===== config.mk =====
export PLATFORM = sky130hd
export DESIGN_NAME = pipe_seq_ctrl_flat
export DESIGN_NICKNAME = d
export VERILOG_FILES = /design/src/rtl/pipe_seq_ctrl_if.sv /design/src/rtl/pipe_seq_ctrl.sv /design/src/flat_wrapper.sv
export SDC_FILE = /design/constraint.sdc
export NUM_CORES = 1
export LEC_CHECK = 0
export ABC_AREA = 1
export CAP_MARGIN = 20
export CORE_AREA = 2 2 39 41
export CTS_BUF_LIST = sky130_fd_sc_hd__clkbuf_2
export CTS_CLUSTER_SIZE = 12
export DETAILED_ROUTE_END_ITERATION = 8
export DIE_AREA = 0 0 41 43
export PLACE_DENSITY = 0.78
export SLEW_MARGIN = 20
export SYNTH_ARGS = -nofsm -noshare
export SYNTH_HDL_FRONTEND = slang
export SYNTH_SLANG_ARGS = --single-unit

===== constraint.sdc =====
create_clock -name clk -period 4.4 [get_ports clk]
set_input_delay 0.88 -clock clk [delete_from_list [all_inputs] [get_ports clk]]
set_output_delay 0.88 -clock clk [all_outputs]
set_load 0.05 [all_outputs]

===== src/rtl/pipe_seq_ctrl_if.sv =====
// Valid/ready handshake bundle for both ends of the controlled pipeline.
// The master side drives in_valid/out_ready; the controller is the slave.
interface pipe_seq_ctrl_if;
    logic in_valid;
    logic in_ready;
    logic out_valid;
    logic out_ready;

    modport master (
        output in_valid,
        input  in_ready,
        input  out_valid,
        output out_ready
    );

    modport slave (
        input  in_valid,
        output in_ready,
        output out_valid,
        input  out_ready
    );
endinterface


===== src/rtl/pipe_seq_ctrl.sv =====
// Flow controller for an N-deep register pipeline: valid tracking, stage enables,
// flush/drain sequencing. Optional macro PIPE_CTRL_BUBBLE_EN enables bubble collapsing.
module pipe_seq_ctrl #(
    parameter int N     = 4,
    parameter int OCC_W = 3
) (
    input  logic             clk,
    input  logic             rst_n,
    pipe_seq_ctrl_if.slave   hs,
    input  logic             flush,
    input  logic             drain,
    output logic [N-1:0]     stage_en,
    output logic [N-1:0]     stage_vld,
    output logic [OCC_W-1:0] occupancy,
    output logic             busy,
    output logic             drain_done
);

    typedef enum logic [1:0] {
        IDLE  = 2'd0,
        RUN   = 2'd1,
        DRAIN = 2'd2,
        DONE  = 2'd3
    } state_t;

    state_t             state_reg;
    state_t             state_next;
    logic [N-1:0]       vld_reg;
    logic [N-1:0]       vld_next;
    logic [N-1:0]       en;
    logic [OCC_W-1:0]   occ_reg;
    logic [OCC_W-1:0]   occ_next;
    logic               accept;
    logic               in_xfer;
    logic               out_xfer;

`ifdef PIPE_CTRL_BUBBLE_EN
    // A stage may load when it is empty or when its successor is moving on.
    assign en[N-1] = !vld_reg[N-1] | hs.out_ready;
    for (genvar gi = 0; gi < N - 1; gi++) begin : g_bubble_en
        assign en[gi] = !vld_reg[gi] | en[gi+1];
    end
`else
    logic adv;
    assign adv = !vld_reg[N-1] | hs.out_ready;
    assign en  = {N{adv}};
`endif

    // Enables are forced low while in reset so the datapath never loads then.
    assign stage_en     = rst_n ? en : '0;
    assign hs.in_ready  = en[0] & accept;
    assign hs.out_valid = vld_reg[N-1];
    assign stage_vld    = vld_reg;
    assign occupancy    = occ_reg;

    assign in_xfer  = hs.in_valid & hs.in_ready;
    assign out_xfer = hs.out_valid & hs.out_ready;

    for (genvar gi = 0; gi < N; gi++) begin : g_vld
        if (gi == 0) begin : g_first
            assign vld_next[gi] = flush ? 1'b0 : (en[gi] ? in_xfer : vld_reg[gi]);
        end else begin : g_rest
            assign vld_next[gi] = flush ? 1'b0 : (en[gi] ? vld_reg[gi-1] : vld_reg[gi]);
        end
    end

    assign occ_next = flush ? '0 : (occ_reg + OCC_W'(in_xfer) - OCC_W'(out_xfer));

    always_ff @(posedge clk or negedge rst_n) begin
        if (!rst_n) begin
            vld_reg <= '0;
            occ_reg <= '0;
        end else begin
            vld_reg <= vld_next;
            occ_reg <= occ_next;
        end
    end

    always_ff @(posedge clk or negedge rst_n) begin
        if (!rst_n) begin
            state_reg <= IDLE;
        end else begin
            state_reg <= state_next;
        end
    end

    // Drain outranks both flush and the empty-pipe return to IDLE.
    always_comb begin
        state_next = state_reg;
        case (state_reg)
            IDLE: begin
                if (drain) begin
                    state_next = DONE;
                end else if (flush) begin
                    state_next = IDLE;
                end else if (in_xfer) begin
                    state_next = RUN;
                end
            end
            RUN: begin
                if (drain) begin
                    state_next = flush ? DONE : DRAIN;
                end else if (flush || (occ_next == '0)) begin
                    state_next = IDLE;
                end
            end
            DRAIN: begin
                if (flush || (occ_next == '0)) begin
                    state_next = DONE;
                end
            end
            DONE: begin
                state_next = IDLE;
            end
            default: begin
                state_next = IDLE;
            end
        endcase
    end

    // A drain request also blocks the word offered in the same cycle.
    always_comb begin
        accept     = 1'b0;
        busy       = 1'b0;
        drain_done = 1'b0;
        case (state_reg)
            IDLE: begin
                accept = rst_n & !flush & !drain;
            end
            RUN: begin
                accept = rst_n & !flush & !drain;
                busy   = 1'b1;
            end
            DRAIN: begin
                busy = 1'b1;
            end
            DONE: begin
                busy       = 1'b1;
                drain_done = 1'b1;
            end
            default: begin
                accept = 1'b0;
            end
        endcase
    end

endmodule

===== src/flat_wrapper.sv =====
// flat-port wrapper written by rule: the top's interface ports become plain ports
module pipe_seq_ctrl_flat 
#(
    parameter int N     = 4,
    parameter int OCC_W = 3
)
  (clk, rst_n, flush, drain, stage_en, stage_vld, occupancy, busy, drain_done, hs_in_valid, hs_in_ready, hs_out_valid, hs_out_ready);
  pipe_seq_ctrl_if hs_i ();
  input  logic clk;
  input  logic rst_n;
  input  logic flush;
  input  logic drain;
  output logic [N-1:0] stage_en;
  output logic [N-1:0] stage_vld;
  output logic [OCC_W-1:0] occupancy;
  output logic busy;
  output logic drain_done;
  input wire logic [$bits(hs_i.in_valid)-1:0] hs_in_valid;
  output wire logic [$bits(hs_i.in_ready)-1:0] hs_in_ready;
  output wire logic [$bits(hs_i.out_valid)-1:0] hs_out_valid;
  input wire logic [$bits(hs_i.out_ready)-1:0] hs_out_ready;
  assign hs_i.in_valid = hs_in_valid;
  assign hs_in_ready = hs_i.in_ready;
  assign hs_out_valid = hs_i.out_valid;
  assign hs_i.out_ready = hs_out_ready;
  pipe_seq_ctrl #(.N(N), .OCC_W(OCC_W)) u_core (.clk(clk), .rst_n(rst_n), .hs(hs_i), .flush(flush), .drain(drain), .stage_en(stage_en), .stage_vld(stage_vld), .occupancy(occupancy), .busy(busy), .drain_done(drain_done));
endmodule

After elaboration in Yosys (flattened, before gate mapping)
Cells that the tools add are included.

cells by class
  reductions and logical operators = 10
  $add $sub $neg = 2
  bitwise logic cells = 6
  equality and inequality tests = 6
  multiplexer cells = 21

operators by type and width
  cell                                                    count
  two-way mux 1 bit                                       12
  two-way mux 2 bit                                       6
  case mux 2 bit (4 select lines)                         1
  AND 1 bit                                               5
  equality test 2 bit (second input constant)             2
  two-way mux 4 bit                                       1
  inequality test 4 x 3 -> 1 bit (second input constant)  1
  adder 3 x 1 -> 3 bit                                    1
  zero test 1 bit                                         3
  zero test 3 bit                                         1
  two-way mux 3 bit                                       1
  inequality test 3 x 2 -> 1 bit (second input constant)  1
  AND reduction 3 bit                                     1
  OR reduction 3 bit                                      1
  subtractor 3 x 1 -> 3 bit                               1
  equality test 2 x 1 -> 1 bit (second input constant)    1
  zero test 2 bit                                         1
  inequality test 2 x 1 -> 1 bit (second input constant)  1
  nonzero test 2 bit                                      1
  OR reduction 2 bit                                      1
  logical OR 1 bit                                        1
  OR 1 bit                                                1

word-level totals
  output and inout bits = 15
  bits of input ports = 6
  word-level logic and storage cells = 48
  register bits = 9

Depth between registers and ports, before layout
  depth after elaboration = 14
  gate-level depth with buffers = 14
  depth with buffers taken out = 14

Least setup slack after synthesis
Ideal clock, no wire load.

  path kind = input -> output
  start point = input flush
  end point = output hs_in_ready
  slack = 1.017 ns
  data required time = 3.520 ns
  data arrival time = 2.503 ns
  stages = 3
  path buffers = 0
  cell sequence = nor2_1 inv_1 nor4_1

on the way
  cells in the longest elaborated chain, start to end = 5

ends and longest elaborated chain
  what                     line                                        RTL
  from (decl)              flat_wrapper.sv:11                          input logic flush;
  zero test 1 bit          pipe_seq_ctrl.sv:128, pipe_seq_ctrl.sv:131
  AND 1 bit (2 in series)  pipe_seq_ctrl.sv:128, pipe_seq_ctrl.sv:131
  two-way mux 1 bit        --
  AND 1 bit                pipe_seq_ctrl.sv:51                         assign hs.in_ready = en[0] & accept;
  to (decl)                flat_wrapper.sv:19                          output wire logic [$bits(hs_i.in_ready)-1:0] hs_in_ready;

Every way passes these cells.

Worst setup path after layout
Same ends and word-level chain as after synthesis.

==> key figures <==
CTS
  – CTS tree: built
  – PostCTS Resize Cnt: 0
  – CTS Root Cell: clkbuf_2
  – CTS HTree Levels: 1
  – Clock buffer depth: 2
  – Clk sinks: 9
  – Worst-path clk slew: 0.09 ns
  – Clk_lat worst skew: 0.25 ns
  – Postcts setup bufs: 0
  – Hold-fix buffers, CTS: 0
  – Num CTS Buffers: 3

Setup path
  – Reg-to-reg critical path startpoint: u_core.stage_vld[3]$_DFFE_PN0P_
  – Critical Path RT: 3.52 ns
  – R2R Setup Slk: 2.23 ns
  – Max incr delay on CP: 0.85 ns
  – Crit-path max FO: 6
  – Critical path's slowest cell: clkdlybuf4s50_1
  – Critical Path Most Common Cell: clkdlybuf4s50_1
  – Crit path from: flush
  – CP Capture Point: hs_in_ready
  – Critical-path cell list: clkdlybuf4s50_1 -> nor2_1 -> inv_1 -> nor4_1 -> clkdlybuf4s50_1
  – Worst Path Arrival: 2.72 ns
  – Reg2reg path depth: 14
  – Kind of critical path: in2out
  – CP endpoint kind: output port
  – RR Endpoint: u_core.state_reg[0]$_DFFE_PN0P_
  – Critical Path Start Type: input port

Logic synthesis
  – Synth top area share: 0.402
  – Post-synthesis sequential area ratio: 0.402
  – Synthesized area: 561 sq um
  – #FFs+latches synth: 9
  – Top-count cell post-synth: inv_1
  – Cells after synthesis: 76
  – Ys flop type: dfrtp_1
  – Synth cell count leaders: inv_1 (19), nand2_1 (13), dfrtp_1 (9)
  – Number of distinct library cells after synthesis: 17
  – Syn_area_per_cell: 7.38 sq um
  – Syn_nets: 85
  – Warnings from Yosys: 0
  – Top cells by area, synth: dfrtp_1 (40%), inv_1 (13%), nand2_1 (8.7%)
  – Largest area contributor in the netlist: dfrtp_1
  – Number of flops mapped to enable cells by yosys: 0
  – Synth async-reset ratio: 1.00

Finish
  – Area Overhead vs Synth: 38.8%
  – Final Util: 0.562
  – Fin cells: 113
  – Filler cell count: 151
  – Max FFs per register: 4
  – Antenna Cells: 0
  – Layout cell share with drive strength beyond 1: 0.124
  – Fin nets: 107

Pwr
  – PwrDens: 388 nW/um^2
  – Worst VDD drop: 0.280 mV
  – Sw Share: 0.463
  – Switching pwr: 0.000140 W
  – Comb power frac: 0.456
  – Sequential Power Share: 0.362
  – Clock power frac: 0.182
  – Cell Int Power: 0.000162 W
  – Lkg Pwr: 0.403 nW

GRT
  – Global-route wire length before repair: 1930 um
  – Gr usage total: 0.160
  – Initial antenna violation count: 0
  – Vias in the first global route: 481
  – Gr ovfl total: 0
  – Pin count of the biggest net entering global routing: 11

STA
  – Peak Freq: 278 MHz
  – Hold slack final: 0.552 ns
  – RSZ-0062 raised after global routing: false
  – TNS Setup: 0 ns
  – Final setup vio count: 0
  – Max Slew Vio Count: 0
  – Hold Vio Cnt, Final: 0
  – Tmin final: 3.60 ns
  – Skew final: 0.000685 ns
  – Rel. slew slack: 0.661
  – Final WS setup: 0.805 ns
  – Fin crit share: 0.817
  – Worst Tran Pin Value: 0.507 ns

Die
  – Starting density of the core: 0.405
  – I/O pin cnt: 21
  – Core Area: 1380 sq um
  – FP Rows: 14
  – Die Y: 43 um
  – Full die area: 1760 sq um
  – DIE WIDTH: 41 um

Route
  – DRT Pass-1 Iters: 4
  – Iter 0 DRT Violations: 9
  – DR vias: 537
  – Routed length per instance: 11.0 um
  – # DRC: 0
  – ANT nets after route: 0
  – Vias per inst: 4.75
  – DRT Wirelength: 1240 um

Placed design
  – DP Wirelength: 934 um
  – Dpl cells: 109
  – Pre-CTS setup slack: 0.819 ns
  – Routability cong.: 0.785
  – Port Buffers: 20

Min path
  – Hold Crit Start: u_core.stage_vld[2]$_DFFE_PN0P_
  – Hold crit path type: reg2reg

Run
  – Max Cap Viol: 0

Run status
  – Status: complete, no violations
stage by stage:
| stage | area, sq um | total power [W] |
|---|---|---|
| CTS | 778 | 0.000299 |
| finish | 778 | 0.000302 |
| floorplan | 561 | 0.000200 |
| global placement | 758 | 0.000242 |
| global route | 778 | 0.000316 |
| detailed placement | 758 | 0.000244 |
power by group through the flow:
stage                      logic, W  clock network, W  registers [W]
after detailed placement   0.000135                 0       0.000109
after global placement     0.000133                 0       0.000109
after CTS                  0.000137         0.0000534       0.000108
after global routing       0.000148         0.0000581       0.000110
after floorplan           0.0000877                 0       0.000112
final                      0.000138         0.0000549       0.000109
cells by family after synthesis:
group	Yosys count	synth area share
AND/OR/NAND/NOR	31	0.250
buffers and inverters	26	0.201
flip-flops	9	0.402
AO/OA/AOI/OAI	7	0.0670
adder cells (fa/ha/maj)	3	0.0804
cell usage in the layout, fill, tap and decap left out:
cell	instances
buf_4	1
clkbuf_2	4
clkdlybuf4s50_1	20
dfrtp_1	9
fa_1	1
ha_1	2
inv_1	19
inv_2	3
nand2_1	13
nand2_2	1
nand3_1	4
nand4_1	2
nor2_1	6
nor2_2	3
nor3_1	1
nor4_1	1
o21ai_0	4
o21ai_1	1
o22ai_1	2
worst min-delay path by stage:
stage / endpoint / slack, ns / cells after the start
final: u_core.stage_vld[3]$_DFFE_PN0P_ / 0.55 / 2
after global routing: u_core.stage_vld[0]$_DFFE_PN0P_ / 0.59 / 2
after CTS: u_core.stage_vld[3]$_DFFE_PN0P_ / 0.55 / 2
after detailed placement: u_core.stage_vld[3]$_DFFE_PN0P_ / 0.54 / 2
after global placement: u_core.stage_vld[2]$_DFFE_PN0P_ / 0.53 / 2
after floorplan: u_core.state_reg[1]$_DFFE_PN0P_ / 0.50 / 1
routing by layer:
layer  GRT usage  part of all wire  up-vias  routed length (um)
met1       0.195              0.44      249                 545
met4      0.0400             0.016        0                  20
met3      0.0314             0.040        4                  50
met2       0.272              0.50       16                 624
met5           0                 0        -                   0
li1            -                 -      268                   -
area by class of cell:
class	count	area (sq um)	area share
repair buffers	21	208	0.267
multi-input cells	41	223	0.286
flip-flops and latches	9	225	0.289
clock buffers	4	20.0	0.0257
well taps	16	20.0	0.0257
inverters	22	82.6	0.106
worst max-delay path: cells and delay by family:
family / cells / cell delay (ns)
buf+inv: 3 / 1.44
simple gates: 2 / 0.40
Power figures use the tool's default switching activity.
